[src/rtl/wb_write_queue.sv]
// Writeback collector that merges ALU and multdiv results into an in-order FIFO and
// retires one register-file write per cycle. Define WB_FORWARD_EN to build the forwarding mux.
module wb_write_queue #(
  parameter int DEPTH = 4,
  parameter int PTR_W = 2
) (
  input  logic               clock,
  input  logic               ctrl_reset,
  input  logic               alu_valid,
  input  logic [4:0]         alu_reg,
  input  logic [31:0]        alu_data,
  output logic               alu_ready,
  input  logic               mdv_valid,
  input  logic [4:0]         mdv_reg,
  input  logic [31:0]        mdv_data,
  output logic               mdv_ready,
  output logic               ctrl_writeEnable,
  output logic [4:0]         ctrl_writeReg,
  output logic [31:0]        data_writeReg,
  input  logic [4:0]         ctrl_readRegA,
  input  logic [4:0]         ctrl_readRegB,
  output logic               hazard_A,
  output logic               hazard_B,
  output logic [31:0]        fwd_dataA,
  output logic [31:0]        fwd_dataB,
  output logic [PTR_W:0]     occupancy
);

  logic [PTR_W:0]   count;
  logic [PTR_W:0]   countNext;
  logic [PTR_W:0]   freeSlots;
  logic [PTR_W-1:0] headPtr;
  logic [PTR_W-1:0] tailPtr;
  logic [PTR_W-1:0] aluSlot;
  logic [DEPTH-1:0] entryValid;
  logic [4:0]       regMem  [DEPTH];
  logic [31:0]      dataMem [DEPTH];

  logic mdvPush;
  logic aluPush;
  logic doPop;

  // Space comes from the registered count only; a same-cycle pop never frees a slot.
  assign freeSlots = (PTR_W+1)'(DEPTH) - count;
  assign mdv_ready = (freeSlots != '0);
  assign alu_ready = (freeSlots >= (PTR_W+1)'(2)) ||
                     ((freeSlots == (PTR_W+1)'(1)) && !mdv_valid);

  // Writes to r0 complete the handshake but are discarded.
  assign mdvPush = mdv_valid && mdv_ready && (mdv_reg != 5'd0);
  assign aluPush = alu_valid && alu_ready && (alu_reg != 5'd0);
  assign doPop   = (count != '0);

  // Multdiv takes the tail slot first when both producers land together.
  assign aluSlot   = tailPtr + {{(PTR_W-1){1'b0}}, mdvPush};
  assign countNext = count + {{PTR_W{1'b0}}, mdvPush} + {{PTR_W{1'b0}}, aluPush}
                           - {{PTR_W{1'b0}}, doPop};
  assign occupancy = count;

  always_ff @(posedge clock) begin
    if (ctrl_reset) begin
      count            <= '0;
      headPtr          <= '0;
      tailPtr          <= '0;
      entryValid       <= '0;
      ctrl_writeEnable <= 1'b0;
      ctrl_writeReg    <= 5'd0;
      data_writeReg    <= 32'd0;
    end else begin
      ctrl_writeEnable <= doPop;
      if (doPop) begin
        ctrl_writeReg       <= regMem[headPtr];
        data_writeReg       <= dataMem[headPtr];
        entryValid[headPtr] <= 1'b0;
        headPtr             <= headPtr + 1'b1;
      end
      if (mdvPush) entryValid[tailPtr] <= 1'b1;
      if (aluPush) entryValid[aluSlot] <= 1'b1;
      tailPtr <= aluSlot + {{(PTR_W-1){1'b0}}, aluPush};
      count   <= countNext;
    end
  end

  // Storage needs no reset; validity is tracked by entryValid.
  always_ff @(posedge clock) begin
    if (!ctrl_reset) begin
      if (mdvPush) begin
        regMem[tailPtr]  <= mdv_reg;
        dataMem[tailPtr] <= mdv_data;
      end
      if (aluPush) begin
        regMem[aluSlot]  <= alu_reg;
        dataMem[aluSlot] <= alu_data;
      end
    end
  end

  always_comb begin
    hazard_A = ctrl_writeEnable && (ctrl_writeReg == ctrl_readRegA);
    hazard_B = ctrl_writeEnable && (ctrl_writeReg == ctrl_readRegB);
    for (int i = 0; i < DEPTH; i++) begin
      if (entryValid[i] && (regMem[i] == ctrl_readRegA)) hazard_A = 1'b1;
      if (entryValid[i] && (regMem[i] == ctrl_readRegB)) hazard_B = 1'b1;
    end
    if (ctrl_readRegA == 5'd0) hazard_A = 1'b0;
    if (ctrl_readRegB == 5'd0) hazard_B = 1'b0;
  end

`ifdef WB_FORWARD_EN
  logic [PTR_W-1:0] scanIdx;

  // Walk head to tail so the youngest match overwrites older ones.
  always_comb begin
    scanIdx   = '0;
    fwd_dataA = 32'd0;
    fwd_dataB = 32'd0;
    if (ctrl_writeEnable && (ctrl_writeReg == ctrl_readRegA)) fwd_dataA = data_writeReg;
    if (ctrl_writeEnable && (ctrl_writeReg == ctrl_readRegB)) fwd_dataB = data_writeReg;
    for (int i = 0; i < DEPTH; i++) begin
      scanIdx = headPtr + PTR_W'(i);
      if (entryValid[scanIdx] && (regMem[scanIdx] == ctrl_readRegA)) fwd_dataA = dataMem[scanIdx];
      if (entryValid[scanIdx] && (regMem[scanIdx] == ctrl_readRegB)) fwd_dataB = dataMem[scanIdx];
    end
    if (!hazard_A) fwd_dataA = 32'd0;
    if (!hazard_B) fwd_dataB = 32'd0;
  end
`else
  assign fwd_dataA = 32'd0;
  assign fwd_dataB = 32'd0;
`endif

endmodule

[config.mk]
export PLATFORM = sky130hd
export DESIGN_NAME = wb_write_queue
export DESIGN_NICKNAME = d
export VERILOG_FILES = /design/src/rtl/wb_write_queue.sv
export SDC_FILE = /design/constraint.sdc
export NUM_CORES = 1
export LEC_CHECK = 0
export CAP_MARGIN = 20
export CORE_MARGIN = 4
export CORE_UTILIZATION = 57
export DETAILED_ROUTE_END_ITERATION = 6
export GPL_TIMING_DRIVEN = 0
export PLACE_DENSITY = 0.86
export SETUP_SLACK_MARGIN = 0.05
export SYNTH_ARGS = -nofsm -noshare
export SYNTH_HDL_FRONTEND = slang
export SYNTH_SLANG_ARGS = --single-unit
[constraint.sdc]
create_clock -name clock -period 10.86 [get_ports clock]
set_input_delay 3.258 -clock clock [delete_from_list [all_inputs] [get_ports clock]]
set_output_delay 3.258 -clock clock [all_outputs]
set_load 0.05 [all_outputs]
==> reports/metrics.cfg <==
[timing]
skew_ps = 19.3
relSlewSlack_pct = 52.1
tightest_slew_ps = 719
fin_crit_ps = 8620
min_period_over_period_pct = 79.4
final.setup.tns_ps = 0
final_hold_viol_count = 0
max_freq_ghz = 0.116
setup_viol = 0
rsz0062_at_grt = no
slew_violations = 0

[drt]
routed_wl_um = 23600
drc = 0
drt_pass1_iterations = 5
viasPerCell = 5.47
antenna_left = 0
vias = 6559
drtIter0Drc = 479
wire_per_inst_um = 19.7

[hold_path]
hp-class = reg2reg

[finish]
instances_no_fill = 1200
drive_gt1_share_pct = 31.8
layout_commonest_cell = edfxtp_1
diodes = 0
nNetsFinal = 1064
final_cell_mix = 148 x edfxtp_1, 140 x mux2_2, 121 x clkdlybuf4s50_1, 76 x nand2_1, 70 x buf_4
syn_to_final_growth_pct = 23.5

[global_routing]
grt_max_degree = 24
track_usage_pct = 23.3
antenna_found_initial = 1
grt_pass1_vias = 6694
grt_pass1_wl_um = 36000
grt-ovfl-total = 0

[placed_design]
dp_hpwl_um = 16300
dp_cells = 1168
place.gp.congestion = 0.869
io_buffers = 121

[clocking]
clkTransAtPathRegs_ps = 70
htreeDepth = 4
post-cts-setup-buffers = 0
clock_sinks = 197
hold_buffers = 0
cts_tree = done
clk_path_buf_depth = 2
numCtsBuffers = 17
cts-root-buf = clkbuf_16
cts_resized = 0
insertion_delay_ps = 430

[worst_setup_path]
crit_required_ps = 7600
crit_path_end_kind = output port
worstSetupStartpointType = primary input
path_class = in2out
crit_fanout = 6
crit_arrival_ps = 5360

[synthesis]
ys_seq_area_share_pct = 52.7
netlist_area_um2 = 10300
ys_async_sr_fraction_pct = 0
synthFlopType = edfxtp_1
synth_edf_count = 148
ys_types = 45
avgSynthCellArea_um2 = 13.6
synth_seq_cells = 197
synthCells = 755
yosysWarnings = 0

[die]
start_util_pct = 58.9
coreArea_um2 = 17500
num_rows = 48
chipHeight_um = 142
die_area_um2 = 20300
io_pins = 197
die_w_um = 142

[power]
ir_drop_v = 0.000150
power_density_nw_per_um2 = 248
p_leak_nw = 4.67

[flow_run]
maxCapViolations = 0

[run_status]
status = completed

cell families (layout without fill, tap and decap cells):
family / Yosys count / in the layout / synth area share [%]
xor+xnor: 56 / 56 / 4.76
mux: 186 / 186 / 24.7
fa+ha+maj: 14 / 14 / 1.85
flops: 197 / 197 / 52.7
other cells: 1 / 64 / 0.0364
simple gates: 122 / 122 / 5.57
compound gates: 50 / 50 / 2.86
buf+inv: 129 / 286 / 7.56
stage by stage:
step	power, W	hold WS (ps)	cell area [µm²]	worst slack (ps)	utilization (%)
2_1_floorplan	0.00210	489	10500	3040	-
3_3_place_gp	0.00248	448	12000	2250	68.8
3_5_place_dp	0.00253	454	12100	2250	69.4
4_1_cts	0.00316	464	12700	2240	72.7
5_1_grt	0.00329	473	12700	2030	72.7
6_report	0.00315	459	12700	2240	72.7
flip-flops by register name, indices dropped and copies added, names as in the netlist:
name              flops
occupancy             3
headPtr               2
ctrl_writeReg         5
ctrl_writeEnable      1
dataMem             128
tailPtr               2
data_writeReg        32
entryValid            4
regMem               20
metal layers:
layer | share of wire (%) | track usage [%] | up-vias
li1 | - | - | 3048
met1 | 38 | 28.3 | 3193
met2 | 52 | 41.8 | 287
met3 | 8.6 | 5.78 | 29
met4 | 1.5 | 6.15 | 2
met5 | 0.030 | 0 | -
area by class of cell:
cell class / count / area [µm²]
flip-flops and latches: 197 / 5430
clock buffers: 18 / 429
well taps: 225 / 282
repair buffers: 125 / 1310
inverters: 16 / 60.1
multi-input cells: 492 / 4330
fillers: 1171 / 4760
clock inverters: 14 / 159
plain buffers: 113 / 718
power breakdown:
group          leakage, nW  total, W  switching [W]  internal (W)
logic                 2.63   0.00139       0.000828      0.000557
registers             1.76   0.00113      0.0000983       0.00103
clock network        0.285  0.000636       0.000275      0.000361
worst max-delay path, stage by stage:
cell,delay (ps)
clkbuf_1,340
xor2_1,140
nor4_1,380
nand3_1,130
o31ai_1,110
o22a_1,200
clkdlybuf4s50_1,800
worst paths after layout:
path	startpoint	endpoint	slack (ps)	cells past startpoint
worst max-delay path	ctrl_readRegB[4]	hazard_B	2240	7
worst max register to register	occupancy[1]	dataMem[2][22]	7340	13
worst min register to register	data_writeReg[21]	data_writeReg[21]	460	2
worst min-delay path	data_writeReg[21]	data_writeReg[21]	460	2
synthesized netlist by cell type (7+ instances only):
cell type | instances | area, µm²
edfxtp_1 | 148 | 4440
mux2_2 | 140 | 1580
nand2_1 | 77 | 289
buf_4 | 70 | 526
dfxtp_1 | 49 | 981
a21oi_1 | 37 | 185
mux4_2 | 37 | 833
xor2_1 | 33 | 289
clkbuf_1 | 31 | 116
xnor2_1 | 23 | 201
inv_1 | 15 | 56.3
ha_1 | 12 | 150
buf_2 | 10 | 50.1
nand3_1 | 10 | 50.1
nor4_1 | 9 | 56.3
mux2_4 | 8 | 120
nor2_1 | 7 | 26.3
No activity file was read; power rests on OpenSTA's default activity.
